<file path="src/rtl/led_event_scheduler_pkg.sv">
// led_event_scheduler_pkg: shared event codes, event width and display FSM states
package led_event_scheduler_pkg;
  localparam int EVT_W = 10;
  typedef enum logic [1:0] {
    EVT_IDLE      = 2'b00,
    EVT_UART_DATA = 2'b01,
    EVT_UART_ERR  = 2'b10,
    EVT_CM        = 2'b11
  } evt_type_e;
  typedef enum logic {ST_IDLE, ST_SHOW} state_e;
endpackage

</file>
<file path="src/rtl/led_event_scheduler_if.sv">
// led_event_scheduler_if: valid/ready event streams feeding the LED scheduler
interface led_event_scheduler_if;
  logic [7:0] uart_data;
  logic       uart_data_valid;
  logic       uart_data_ready;
  logic [1:0] uart_err;
  logic       uart_err_valid;
  logic       uart_err_ready;
  logic [3:0] cm_evt;
  logic       cm_evt_valid;
  logic       cm_evt_ready;
  modport master (
    output uart_data, uart_data_valid, uart_err, uart_err_valid, cm_evt, cm_evt_valid,
    input  uart_data_ready, uart_err_ready, cm_evt_ready
  );
  modport slave (
    input  uart_data, uart_data_valid, uart_err, uart_err_valid, cm_evt, cm_evt_valid,
    output uart_data_ready, uart_err_ready, cm_evt_ready
  );
endinterface

</file>
<file path="src/rtl/led_event_scheduler_evt_fifo.sv">
// evt_fifo: single-clock synchronous FIFO with exact occupancy output
module evt_fifo import led_event_scheduler_pkg::*; #(
  parameter int W     = EVT_W,
  parameter int DEPTH = 4
) (
  input  logic                       clk,
  input  logic                       rst,
  input  logic                       wr_en,
  input  logic [W-1:0]               wr_data,
  input  logic                       rd_en,
  output logic [W-1:0]               rd_data,
  output logic                       full,
  output logic                       empty,
  output logic [$clog2(DEPTH):0]     level
);
  localparam int AW = $clog2(DEPTH);
  logic [W-1:0]  mem_q [DEPTH];
  logic [AW-1:0] wr_ptr_q, wr_ptr_d, rd_ptr_q, rd_ptr_d;
  logic [AW:0]   level_q, level_d;
  logic          wr_ok, rd_ok;
  always_comb begin
    full     = level_q == (AW+1)'(DEPTH);
    empty    = level_q == '0;
    wr_ok    = wr_en && !full;
    rd_ok    = rd_en && !empty;
    wr_ptr_d = wr_ptr_q + AW'(wr_ok);
    rd_ptr_d = rd_ptr_q + AW'(rd_ok);
    level_d  = level_q + (AW+1)'(wr_ok) - (AW+1)'(rd_ok);
    rd_data  = mem_q[rd_ptr_q];
    level    = level_q;
  end
  always_ff @(posedge clk) begin
    if (rst) begin
      wr_ptr_q <= '0;
      rd_ptr_q <= '0;
      level_q  <= '0;
    end else begin
      wr_ptr_q <= wr_ptr_d;
      rd_ptr_q <= rd_ptr_d;
      level_q  <= level_d;
    end
  end
  always_ff @(posedge clk) begin
    if (wr_ok) mem_q[wr_ptr_q] <= wr_data;
  end
endmodule

</file>
<file path="src/rtl/led_event_scheduler.sv">
// led_event_scheduler: prioritises event streams into a FIFO and holds each on the LEDs
module led_event_scheduler import led_event_scheduler_pkg::*; #(
  parameter int WIDTH_LEDS  = 16,
  parameter int HOLD_CYCLES = 25000000,
  parameter int FIFO_DEPTH  = 4
) (
  input  logic                          clk,
  input  logic                          rst,
  led_event_scheduler_if.slave          evt,
  input  logic [7:0]                    config_status,
  output logic [WIDTH_LEDS-1:0]         leds,
  output logic                          busy,
  output logic [$clog2(FIFO_DEPTH):0]   fifo_level
);
  localparam int CW = $clog2(HOLD_CYCLES) + 1;
  logic                  full, empty, wr, pop;
  logic [EVT_W-1:0]      wr_evt, rd_evt;
  state_e                state_q, state_d;
  logic [CW-1:0]         cnt_q, cnt_d;
  logic [WIDTH_LEDS-1:0] leds_q, leds_d, show_v;
  evt_fifo #(.W(EVT_W), .DEPTH(FIFO_DEPTH)) u_fifo (
    .clk(clk), .rst(rst), .wr_en(wr), .wr_data(wr_evt), .rd_en(pop),
    .rd_data(rd_evt), .full(full), .empty(empty), .level(fifo_level)
  );
  always_comb begin
    evt.uart_err_ready  = !rst && !full && evt.uart_err_valid;
    evt.cm_evt_ready    = !rst && !full && !evt.uart_err_valid && evt.cm_evt_valid;
    evt.uart_data_ready = !rst && !full && !evt.uart_err_valid && !evt.cm_evt_valid && evt.uart_data_valid;
    wr     = evt.uart_err_ready || evt.cm_evt_ready || evt.uart_data_ready;
    wr_evt = evt.uart_err_valid ? {EVT_UART_ERR, 6'b0, evt.uart_err} :
             evt.cm_evt_valid   ? {EVT_CM, 4'b0, evt.cm_evt} : {EVT_UART_DATA, evt.uart_data};
    // cnt is always zero in IDLE, so one test covers both pop cases
    pop    = !empty && cnt_q == '0;
    show_v = '0;
    show_v[WIDTH_LEDS-1 -: 2] = rd_evt[9:8];
    show_v[7:0] = rd_evt[7:0];
    state_d = pop ? ST_SHOW : cnt_q == '0 ? ST_IDLE : state_q;
    cnt_d   = pop ? CW'(HOLD_CYCLES - 1) : cnt_q == '0 ? cnt_q : cnt_q - CW'(1);
    leds_d  = pop ? show_v : cnt_q == '0 ? WIDTH_LEDS'(config_status) : leds_q;
    leds    = leds_q;
    busy    = state_q == ST_SHOW;
  end
  always_ff @(posedge clk) begin
    if (rst) begin
      state_q <= ST_IDLE;
      cnt_q   <= '0;
      leds_q  <= '0;
    end else begin
      state_q <= state_d;
      cnt_q   <= cnt_d;
      leds_q  <= leds_d;
    end
  end
endmodule

</file>
<file path="src/flat_wrapper.sv">
// flat-port wrapper written by rule: the top's interface ports become plain ports
module led_event_scheduler_flat import led_event_scheduler_pkg::*;
#(
  parameter int WIDTH_LEDS  = 16,
  parameter int HOLD_CYCLES = 25000000,
  parameter int FIFO_DEPTH  = 4
)
  (clk, rst, config_status, leds, busy, fifo_level, evt_uart_data, evt_uart_data_valid, evt_uart_err, evt_uart_err_valid, evt_cm_evt, evt_cm_evt_valid, evt_uart_data_ready, evt_uart_err_ready, evt_cm_evt_ready);
  led_event_scheduler_if evt_i ();
  input  logic clk;
  input  logic rst;
  input  logic [7:0] config_status;
  output logic [WIDTH_LEDS-1:0] leds;
  output logic busy;
  output logic [$clog2(FIFO_DEPTH):0] fifo_level;
  input wire logic [$bits(evt_i.uart_data)-1:0] evt_uart_data;
  input wire logic [$bits(evt_i.uart_data_valid)-1:0] evt_uart_data_valid;
  input wire logic [$bits(evt_i.uart_err)-1:0] evt_uart_err;
  input wire logic [$bits(evt_i.uart_err_valid)-1:0] evt_uart_err_valid;
  input wire logic [$bits(evt_i.cm_evt)-1:0] evt_cm_evt;
  input wire logic [$bits(evt_i.cm_evt_valid)-1:0] evt_cm_evt_valid;
  output wire logic [$bits(evt_i.uart_data_ready)-1:0] evt_uart_data_ready;
  output wire logic [$bits(evt_i.uart_err_ready)-1:0] evt_uart_err_ready;
  output wire logic [$bits(evt_i.cm_evt_ready)-1:0] evt_cm_evt_ready;
  assign evt_i.uart_data = evt_uart_data;
  assign evt_i.uart_data_valid = evt_uart_data_valid;
  assign evt_i.uart_err = evt_uart_err;
  assign evt_i.uart_err_valid = evt_uart_err_valid;
  assign evt_i.cm_evt = evt_cm_evt;
  assign evt_i.cm_evt_valid = evt_cm_evt_valid;
  assign evt_uart_data_ready = evt_i.uart_data_ready;
  assign evt_uart_err_ready = evt_i.uart_err_ready;
  assign evt_cm_evt_ready = evt_i.cm_evt_ready;
  led_event_scheduler #(.WIDTH_LEDS(WIDTH_LEDS), .HOLD_CYCLES(HOLD_CYCLES), .FIFO_DEPTH(FIFO_DEPTH)) u_core (.clk(clk), .rst(rst), .evt(evt_i), .config_status(config_status), .leds(leds), .busy(busy), .fifo_level(fifo_level));
endmodule
</file>
<file path="config.mk">
export PLATFORM = sky130hd
export DESIGN_NAME = led_event_scheduler_flat
export DESIGN_NICKNAME = d
export VERILOG_FILES = /design/src/rtl/led_event_scheduler_pkg.sv /design/src/rtl/led_event_scheduler_if.sv /design/src/rtl/led_event_scheduler_evt_fifo.sv /design/src/rtl/led_event_scheduler.sv /design/src/flat_wrapper.sv
export SDC_FILE = /design/constraint.sdc
export NUM_CORES = 1
export LEC_CHECK = 0
export BUFFER_PORTS_ARGS = -buffer_cell sky130_fd_sc_hd__buf_4
export CORE_MARGIN = 5
export CORE_UTILIZATION = 55
export DETAILED_ROUTE_END_ITERATION = 6
export PLACE_DENSITY = 0.88
export SYNTH_ARGS = -nofsm -noshare
export SYNTH_HDL_FRONTEND = slang
export SYNTH_SLANG_ARGS = --single-unit
</file>
<file path="constraint.sdc">
create_clock -name clk -period 3.1 [get_ports clk]
set_input_delay 0.31 -clock clk [delete_from_list [all_inputs] [get_ports clk]]
set_output_delay 0.31 -clock clk [all_outputs]
set_load 0.05 [all_outputs]
</file>
==> out/qor.csv <==
metric;value;unit
status;completed;
htree depth;3;
most common cell in the netlist;dfxtp_1;
Root Buffer Master;clkbuf_8;
max cap viols;0;
worst-skew pair later-pin latency;0.36;ns
Die Height;92.9;µm
power per cell area;1040;mW/mm²
Final period util;0.900;
worst hold path class;input port to flop;
synth-to-layout area growth;17.1;%
critical path, cell by cell;inv_1, ha_1, nor4b_1, nand4_1, nor3_2, ha_1, inv_1, ha_1, inv_1, fa_1, xor2_1, xnor2_1, nor2_1;
proportion of layout cells with a drive suffix above 1;0.250;
# DRC;0;
Worst Reg2Reg Path Length in Cells;13;
Avg WL per Cell;17.7;µm
clock-pin slew on the worst setup and hold paths;0.09;ns
Placer Congestion;0.880;
vias in the first global route;2753;
IO buf count;43;
Post-synth EDFFs;40;
Crit path required time;3.34;ns
Worst R2R Setup Slack;0.31;ns
post-CTS setup buffers;0;
Hold Crit Endpoint;u_core.leds[0];
die width;92.9;µm
Mapped Cells;322;
cts repair resizes;0;
launching point of the worst reg2reg path;u_core.cnt_q[0];
clock sinks;84;
TritonRoute pass-1 iters;4;
sequential cell area;0.00208;mm²
total number of yosys warnings;0;
Synth Flop Type;dfxtp_1;
share of the synthesized area in the top cell type;0.318;
io pins;50;
Hold Buf Count CTS;0;
vias per cell;6.00;
hold path startpoint;config_status[0];
Hold Path Stages;3;
Max-slew headroom;0.530;
maximum clock insertion buffer count;2;
# fillers;480;
synth cell count leaders;dfxtp_1, edfxtp_1, nor2_1;
area of the multi-input gates;0.00159;mm²
Worst-Margin Slew;0.704;ns
initial antenna violation count;0;
DP HPWL;5580;µm
Final Setup Violations;0;
CORE AREA;0.00676;mm²
starting density of the core;0.560;
layout net count;405;
TritonCTS Buffers;9;
worst path arrival time;3.03;ns
row count;30;
Util after Layout;0.656;
drt total wl;8080;µm
Netlist cell types;48;
most area-hungry cell type in the Yosys netlist;edfxtp_1;
Layout Skew;0.00883;ns
largest net degree at the start of global routing;42;
Ant. Diodes;0;
first-pass GRT wire length;13300;µm
Final Max Tran Viols;0;
die area;0.00863;mm²
main area contributors after synthesis;edfxtp_1, dfxtp_1, mux4_2;
Crit Path Max Fanout;5;
Initial DRC Count;169;
Cell Area, Synth;0.00378;mm²
critical path's largest stage delay;0.36;ns
Setup TNS Final;0;ns
Seq/Total Area, Yosys;0.551;
GRT Resource Usage Total;0.197;
RSZ-0062 raised after global routing;no;
critical path buffer and inverter count;3;
Peak Freq;358;MHz
Yosys reg bits;84;
Antenna Nets Post-Route;0;
CTS tree;done;
stages on the worst setup path;13;
Static Leakage;1.64;nW
ys async rst share;0;
Crit Path Category;flop to flop;
CP Capture Type;flop;
delay-heaviest family, CP;adder cells;
vias;2734;
type of origin of the critical path;flop;
peak supply drop;504;µV
final hold viol count;0;
Slowest-stage cell, CP;dfxtp_1;
Reg2Reg Capture Point;u_core.u_fifo.level[2];
GRT overflow;0;
final worst path period need;2.79;ns
Mapped Avg Cell Area;11.7;µm²
sequential cells by signal, summed over array words and instances (netlist names):
| name | count |
|---|---|
| u_core.u_fifo.mem_q | 40 |
| u_core.cnt_q | 26 |
| u_core.leds | 10 |
| u_core.u_fifo.level | 3 |
| u_core.u_fifo.rd_ptr_q | 2 |
| u_core.u_fifo.wr_ptr_q | 2 |
| u_core.busy | 1 |
per-stage QoR:
stage	power (mW)	std cells	hold WS, ns	instance area (µm²)	setup WS [ns]
floorplan	3.21	327	0.444	3800	0.267
global placement	3.62	440	0.442	4200	0.483
detailed placement	3.70	440	0.451	4200	0.318
CTS	4.63	456	0.288	4430	0.317
global route	4.92	456	0.296	4430	0.0328
finish	4.63	456	0.304	4430	0.309
kinds of logic (layout without fill, tap and decap cells):
kind of cell	Yosys count	in the layout	synth area share
xor gates and xnor gates	6	6	0.0139
DFF	84	84	0.551
muxes	22	22	0.0913
buffers and inverters	27	76	0.0334
AOI/OAI and AO/OA	61	61	0.110
other	1	6	0.000992
adders and majority gates	7	7	0.0251
and+or+nand+nor	114	114	0.174
layout make-up:
class / count / area share
Clock buffer: 9 / 0.0280
Clock inverter: 7 / 0.0243
Inverter: 7 / 0.00593
Multi-Input combinational cell: 216 / 0.359
Sequential cell: 84 / 0.470
Tap cell: 80 / 0.0226
Timing Repair Buffer: 53 / 0.0898
placed cells by master, fill, tap and decap left out, drive strengths merged, types with 7 or more instances in the layout:
cell type,n
a211oi,27
a21oi,15
and2,7
buf,53
clkbuf,9
dfxtp,44
edfxtp,40
inv,10
mux2i,12
mux4,10
nand2,14
nor2,34
nor3,18
tightest hold or removal path: cells and delay by family:
kind,cells,cell delay (ns)
mux,1,0.12
compound gates,1,0.08
buf+inv,1,0.11
power breakdown:
part,total (mW),switching [mW],internal (mW)
Sequential,1.66,0.240,1.42
Clock,0.903,0.434,0.469
Combinational,2.07,1.29,0.780
how the worst max path moves through the flow:
stage                          startpoint                     end  slack [ns]
after floorplan           u_core.cnt_q[0]  u_core.u_fifo.level[2]        0.27
after global placement    u_core.cnt_q[0]  u_core.u_fifo.level[2]        0.48
after detailed placement  u_core.cnt_q[0]  u_core.u_fifo.level[2]        0.32
after CTS                 u_core.cnt_q[0]  u_core.u_fifo.level[2]        0.32
after global routing      u_core.cnt_q[0]  u_core.u_fifo.level[2]        0.03
final                     u_core.cnt_q[0]  u_core.u_fifo.level[2]        0.31
routing by layer:
| metal | global-route usage | vias to the layer above | part of all wire |
|---|---|---|---|
| met5 | 0 | - | 0 |
| met3 | 0.0593 | 13 | 0.045 |
| met1 | 0.233 | 1331 | 0.42 |
| met2 | 0.343 | 81 | 0.52 |
| met4 | 0.0647 | 0 | 0.014 |
| li1 | - | 1309 | - |
Note: power is estimated with default switching activity, not from simulation.
